**config.mk**
```make
export PLATFORM = sky130hd
export DESIGN_NAME = cam_lru
export DESIGN_NICKNAME = d
export VERILOG_FILES = /design/src/rtl/cam_lru.sv
export SDC_FILE = /design/constraint.sdc
export NUM_CORES = 2
export LEC_CHECK = 0
export ABC_CLOCK_PERIOD_IN_PS = 4900
export CORE_MARGIN = 3
export CORE_UTILIZATION = 45
export CTS_CLUSTER_DIAMETER = 150
export CTS_CLUSTER_SIZE = 24
export DETAILED_ROUTE_END_ITERATION = 16
export PLACE_DENSITY_LB_ADDON = 0.12
export SYNTH_ARGS = -nofsm -noshare
export SYNTH_HDL_FRONTEND = slang
export SYNTH_SLANG_ARGS = --single-unit
```
**constraint.sdc**
```tcl
create_clock -name clock -period 4.9 [get_ports clock]
set_clock_uncertainty 0.15 [all_clocks]
set_input_delay 0.735 -clock clock [delete_from_list [all_inputs] [get_ports clock]]
set_output_delay 0.735 -clock clock [all_outputs]
set_load 0.02 [all_outputs]
```
**src/rtl/cam_lru.sv**
```systemverilog
// Content-addressable table with per-entry payload, insert/lookup/invalidate/clear.
// Define CAM_LRU_REPLACE_EN for age-based LRU victims; otherwise victims follow a round-robin pointer.
module cam_lru #(
   parameter int unsigned LENGTH     = 16,
   parameter int unsigned WIDTH_KEY  = 32,
   parameter int unsigned WIDTH_DATA = 32
) (
   input  logic                       clock,
   input  logic                       reset,
   input  logic                       I_Ins,
   input  logic [WIDTH_KEY-1:0]       I_Ins_Key,
   input  logic [WIDTH_DATA-1:0]      I_Ins_Data,
   output logic [$clog2(LENGTH)-1:0]  O_Ins_Idx,
   output logic                       O_Ins_Evict,
   input  logic                       I_Seek,
   input  logic [WIDTH_KEY-1:0]       I_CKey,
   output logic                       O_Rsp,
   output logic                       O_Hit,
   output logic [$clog2(LENGTH)-1:0]  O_Idx,
   output logic [WIDTH_DATA-1:0]      O_Data,
   input  logic                       I_Inv,
   input  logic [$clog2(LENGTH)-1:0]  I_Inv_Idx,
   input  logic                       I_Clr,
   output logic [LENGTH-1:0]          O_Valid,
   output logic                       O_Full,
   output logic [$clog2(LENGTH):0]    O_Count
);

   localparam int unsigned AW = $clog2(LENGTH);

   logic [LENGTH-1:0]     valid_q, valid_d;
   logic [WIDTH_KEY-1:0]  key_q  [LENGTH];
   logic [WIDTH_DATA-1:0] data_q [LENGTH];

   logic                  rsp_q, hit_q, ins_evict_q;
   logic [AW-1:0]         idx_q, ins_idx_q;
   logic [WIDTH_DATA-1:0] rdata_q;

   logic          seek_hit, ins_hit, free_any, ins_evict, inv_en, ins_we;
   logic [AW-1:0] seek_idx, ins_hit_idx, free_idx, victim, ins_tgt;
   logic [AW:0]   cnt;

   // Priority encoders: the first match in ascending order is kept, so the lowest index wins.
   always_comb begin
      seek_hit    = 1'b0;
      seek_idx    = '0;
      ins_hit     = 1'b0;
      ins_hit_idx = '0;
      free_any    = 1'b0;
      free_idx    = '0;
      for (int unsigned i = 0; i < LENGTH; i++) begin
         if (!seek_hit && valid_q[i] && key_q[i] == I_CKey) begin
            seek_hit = 1'b1;
            seek_idx = AW'(i);
         end
         if (!ins_hit && valid_q[i] && key_q[i] == I_Ins_Key) begin
            ins_hit     = 1'b1;
            ins_hit_idx = AW'(i);
         end
         if (!free_any && !valid_q[i]) begin
            free_any = 1'b1;
            free_idx = AW'(i);
         end
      end
   end

   always_comb begin
      ins_evict = !ins_hit && !free_any;
      if (ins_hit)       ins_tgt = ins_hit_idx;
      else if (free_any) ins_tgt = free_idx;
      else               ins_tgt = victim;
      ins_we = I_Ins && !I_Clr;
      inv_en = I_Inv && !I_Clr && valid_q[I_Inv_Idx] && !(I_Ins && I_Inv_Idx == ins_tgt);
   end

   always_comb begin
      valid_d = valid_q;
      if (I_Clr) begin
         valid_d = '0;
      end else begin
         if (I_Ins) valid_d[ins_tgt] = 1'b1;
         if (inv_en) valid_d[I_Inv_Idx] = 1'b0;
      end
   end

`ifdef CAM_LRU_REPLACE_EN
   logic [AW-1:0] age_q [LENGTH];
   logic [AW-1:0] age_d [LENGTH];
   logic          touch_en;
   logic [AW-1:0] touch_idx, touch_old, inv_age;

   always_comb begin
      victim = '0;
      for (int unsigned i = 0; i < LENGTH; i++)
         if (valid_q[i] && age_q[i] == AW'(LENGTH - 1)) victim = AW'(i);
   end

   // Touch first, then invalidate on the touched ages; both are moves within a recency order so they commute.
   always_comb begin
      age_d     = age_q;
      touch_en  = I_Ins || (I_Seek && seek_hit);
      touch_idx = I_Ins ? ins_tgt : seek_idx;
      if (I_Ins) touch_old = ins_hit ? age_q[ins_hit_idx] : AW'(LENGTH - 1);
      else       touch_old = age_q[seek_idx];
      inv_age   = '0;
      if (I_Clr) begin
         age_d = '{default: '0};
      end else begin
         if (touch_en) begin
            for (int unsigned j = 0; j < LENGTH; j++)
               if (valid_q[j] && AW'(j) != touch_idx && age_q[j] < touch_old)
                  age_d[j] = age_q[j] + AW'(1);
            age_d[touch_idx] = '0;
         end
         if (inv_en) begin
            inv_age = age_d[I_Inv_Idx];
            for (int unsigned j = 0; j < LENGTH; j++)
               if (valid_d[j] && age_d[j] > inv_age) age_d[j] = age_d[j] - AW'(1);
         end
      end
   end

   always_ff @(posedge clock) begin
      if (reset) age_q <= '{default: '0};
      else       age_q <= age_d;
   end
`else
   logic [AW-1:0] rr_q, rr_d;

   always_comb begin
      victim = rr_q;
      rr_d   = rr_q;
      if (ins_we && ins_evict) rr_d = rr_q + AW'(1);
   end

   always_ff @(posedge clock) begin
      if (reset) rr_q <= '0;
      else       rr_q <= rr_d;
   end
`endif

   always_ff @(posedge clock) begin
      if (reset) begin
         valid_q     <= '0;
         key_q       <= '{default: '0};
         data_q      <= '{default: '0};
         rsp_q       <= 1'b0;
         hit_q       <= 1'b0;
         idx_q       <= '0;
         rdata_q     <= '0;
         ins_idx_q   <= '0;
         ins_evict_q <= 1'b0;
      end else begin
         valid_q <= valid_d;
         rsp_q   <= I_Seek;
         hit_q   <= I_Seek && seek_hit;
         idx_q   <= (I_Seek && seek_hit) ? seek_idx : '0;
         rdata_q <= (I_Seek && seek_hit) ? data_q[seek_idx] : '0;
         if (ins_we) begin
            key_q[ins_tgt]  <= I_Ins_Key;
            data_q[ins_tgt] <= I_Ins_Data;
            ins_idx_q       <= ins_tgt;
            ins_evict_q     <= ins_evict;
         end
      end
   end

   always_comb begin
      cnt = '0;
      for (int unsigned i = 0; i < LENGTH; i++) cnt = cnt + (AW+1)'(valid_q[i]);
   end

   assign O_Rsp       = rsp_q;
   assign O_Hit       = hit_q;
   assign O_Idx       = idx_q;
   assign O_Data      = rdata_q;
   assign O_Ins_Idx   = ins_idx_q;
   assign O_Ins_Evict = ins_evict_q;
   assign O_Valid     = valid_q;
   assign O_Full      = &valid_q;
   assign O_Count     = cnt;

endmodule
```
==> qor.csv <==
stage,metric,value,unit
pwr,power.density,240,mW/mm²
cts,numCtsBuffers,51,
setup_path,critical_path_class,reg -> out,
cts,root_buffer,clkbuf_16,
floorplanning,dieArea,0.132,mm²
synthesis,synth_fp_nets,6244,
cts,cts.sinks,1087,
drt,vias_per_cell,5.90,
setup_path,crit_buf_inv,4,
final_layout,drive_gt1_frac,0.127,
pwr,ir_worst_vdd,0.000299,V
synthesis,synthArstFlopShare,0,
synthesis,synth_edf_count,0,
drt,ant_nets,0,
floorplanning,ios,171,
floorplanning,die_y,363,µm
final_layout,fillCellCount,11800,
cts,cts_tree,done,
drt,drtIter0Drc,5166,
cts,clk_latency,0.72,ns
sta,fmax,201,MHz
setup_path,worstPathMaxFanout,2,
min_path,hold_path_end,key_q[187],
sta,setup_ws,-0.0751,ns
drt,routed_wirelength,226000,µm
final_layout,syn_to_final_growth,14.9,%
synthesis,ys_seq_area_frac,0.379,
floorplanning,rows,130,
sta,worst_pin_slew,1.07,ns
placement,port_buffers,170,
floorplanning,start_util,0.455,
sta,slew_headroom,0.285,
placement,routabilityCongestion,0.984,
setup_path,r2r-start,key_q[46],
drt,dr_total_vias,47300,
grt,grt_pass1_wl,324000,µm
status,violations,setup timing,
sta,fin_crit,4.98,ns
min_path,min_from,I_Ins_Key[27],
synthesis,synth.top_cell.area_share,0.379,
cts,path_clk_slew,0.11,ns
synthesis,syn-instance-count,6119,
synthesis,yosysWarnings,0,
sta,min_period_over_period,1.02,
setup_path,critical_path.max_stage_delay,0.56,ns
sta,slew_violations,0,
final_layout,nets,6493,
sta,final_hold_viol_count,0,
drt,wl_per_cell,28.2,µm
cts,cts_max_level,2,
placement,dp_hpwl,161000,µm
min_path,hold_class,in -> reg,
setup_path,regToRegSetupSlack,0.07,ns
synthesis,synth_area,0.0574,mm²
sta,rsz0062_at_grt,yes,
grt,first_global_vias,44900,
floorplanning,dieWidth,363,µm
final_layout,utilization,0.523,
setup_path,critPathSlowestCell,fa_1,
synthesis,synth.area.top_cells,"dfxtp_1, mux2i_1, xor2_1",
grt,antenna_found_initial,9,
setup_path,reg2regPathDepth,15,
setup_path,cp.required,4.01,ns
synthesis,syn_area_per_cell,9.37,µm²
cts,clockBufferDepth,3,
setup_path,crit_chain,inv_2 -> fa_1 -> fa_1 -> fa_2 -> fa_2 -> inv_2 -> ha_4 -> inv_2 -> fa_2 -> nor2b_1 -> o21a_1 -> buf_6,
floorplanning,core_area,0.126,mm²
pwr,power.leakage,30.8,nW
cts,holdBufCountCts,0,
grt,gr-total-overflow,0,
drt,route.detailed.drc,0,
min_path,holdPathStages,4,
drt,dr.pass1.iters,6,
synthesis,synth_seq_cells,1087,
pwr,p_total,15.8,mW
setup_path,start_kind,flop,
grt,grt_max_degree,181,
setup_path,r2r_end,key_q[62],
run,drv_cap,0,
synthesis,yosys.area.top_type,dfxtp_1,
final_layout,final_cells,8022,
setup_path,endpoint_kind,output port,
grt,track_usage,0.332,
placement,dp_cells,7963,
setup_path,crit_family,adder cells,
status,status,"finished, violations left",
setup_path,crit_arrival,4.09,ns
sta,setup_viol,3,
synthesis,ys_types,72,
synthesis,synth_ff_type,dfxtp_1,
per-stage QoR:
| step | cell area (µm²) | hold slack (ns) | worst slack [ns] | TNS [ns] |
|---|---|---|---|---|
| CTS | 65900 | 0.272 | -0.132 | -0.344 |
| global placement | 64500 | 0.295 | -0.940 | -778.52 |
| global route | 65900 | 0.304 | -0.225 | -0.571 |
| floorplan | 57400 | 0.305 | 0.326 | 0 |
| finish | 65900 | 0.300 | -0.0751 | -0.0997 |
| detailed placement | 64500 | 0.304 | -0.948 | -776.20 |
layout by cell type, fill, tap and decap left out, types with 51 or more instances in the layout:
master and instances:
buf_4 416, nor2_1 1057, clkdlybuf4s50_1 101, nand2_1 170, xor2_1 599, clkbuf_16 51
nand4_1 180, nor4_1 232, mux2i_1 1186, buf_2 63, nor3_1 54, mux2_2 56
dfxtp_1 1082, xnor2_1 427, a32oi_1 56, nand3_1 91, buf_12 149
sequential cells by signal (all words and copies together), names as in the netlist:
| name | flops |
|---|---|
| O_Ins_Idx | 4 |
| data_q | 512 |
| O_Rsp | 1 |
| O_Ins_Evict | 1 |
| O_Data | 32 |
| rr_q | 4 |
| O_Idx | 4 |
| O_Hit | 1 |
| O_Valid | 16 |
| key_q | 512 |
timing repair:
action,4_1_cts,5_1_grt
gates cloned,0,0
gates resized for setup,41,8
pin swaps,8,9
setup endpoints to repair,1041,361
setup buffers,1,1
per-layer routing:
layer  track usage  vias to the layer above  part of all wire
li1              -                    21500                 -
met1         0.480                    23500              0.45
met2         0.493                     1974              0.42
met3        0.0707                      400             0.093
met4         0.101                        6             0.037
met5             0                        -           0.00015
cells in the mapped netlist (12+ instances only):
cell      instances
mux2i_1        1186
dfxtp_1        1087
nor2_1         1057
xor2_1          599
xnor2_1         427
nor4_1          236
clkbuf_1        222
buf_2           213
nand4_1         180
nand2_1         172
nand3_1          91
buf_4            89
a32oi_1          56
mux2_2           56
nor3_1           56
inv_1            40
a21oi_1          27
o221ai_1         25
and3_1           24
o21ai_0          21
nand4b_1         19
or4_1            19
nor4b_1          18
a211oi_1         16
a32o_1           16
o22ai_1          12
logic make-up (layout without fill, tap and decap cells):
group / Yosys count / count (layout) / share of synthesized area
muxes: 1247 / 1247 / 0.220
adders and majority gates: 19 / 19 / 0.00545
and+or+nand+nor: 1928 / 1928 / 0.157
AOI/OAI and AO/OA: 235 / 235 / 0.0322
buffers and inverters: 577 / 828 / 0.0490
other: 0 / 2 / 0
xor gates and xnor gates: 1026 / 1026 / 0.157
DFF: 1087 / 1087 / 0.379
worst max path at each step:
stage | slack, ns | startpoint | to | depth (start not counted)
6_report | -0.08 | O_Valid[5] | O_Count[4] | 12
5_1_grt | -0.23 | O_Valid[5] | O_Count[4] | 12
4_1_cts | -0.13 | O_Valid[1] | O_Count[4] | 12
3_5_place_dp | -0.95 | I_Ins_Key[0] | data_q[376] | 19
3_3_place_gp | -0.94 | I_Ins_Key[14] | key_q[38] | 17
2_1_floorplan | 0.33 | O_Valid[3] | O_Count[2] | 11
area by class of cell:
type                            instances  area, µm²  share of cell area
Tap cell                             1650       2060              0.0313
Timing Repair Buffer                  733       7480               0.113
Clock buffer                           51       1280              0.0194
Clock inverter                          4       96.3             0.00146
Antenna cell                            2       5.00           0.0000759
Sequential cell                      1087      21800               0.330
Inverter                               40        153             0.00232
Multi-Input combinational cell       4455      33100               0.502
power by group:
group | switching (mW) | internal [mW] | leakage (nW)
Clock | 3.11 | 1.91 | 0.668
Combinational | 1.25 | 0.634 | 21.4
Sequential | 0.0292 | 8.86 | 8.76
Total | 4.39 | 11.4 | 30.8
worst register-to-register path, stage by stage (launching register included):
cell      delay [ns]
dfxtp_1         0.56
xnor2_1         0.18
nand4_1         0.24
nor4_2          0.47
buf_4           0.18
nand4_1         0.07
buf_4           0.19
nor2b_1         0.18
o32ai_2         0.55
a221oi_1        0.20
buf_4           0.18
a31oi_4         0.37
or4b_4          0.64
buf_12          0.24
mux2i_1         0.23
nor2_1          0.05
Note: power is estimated with default switching activity, not from simulation.
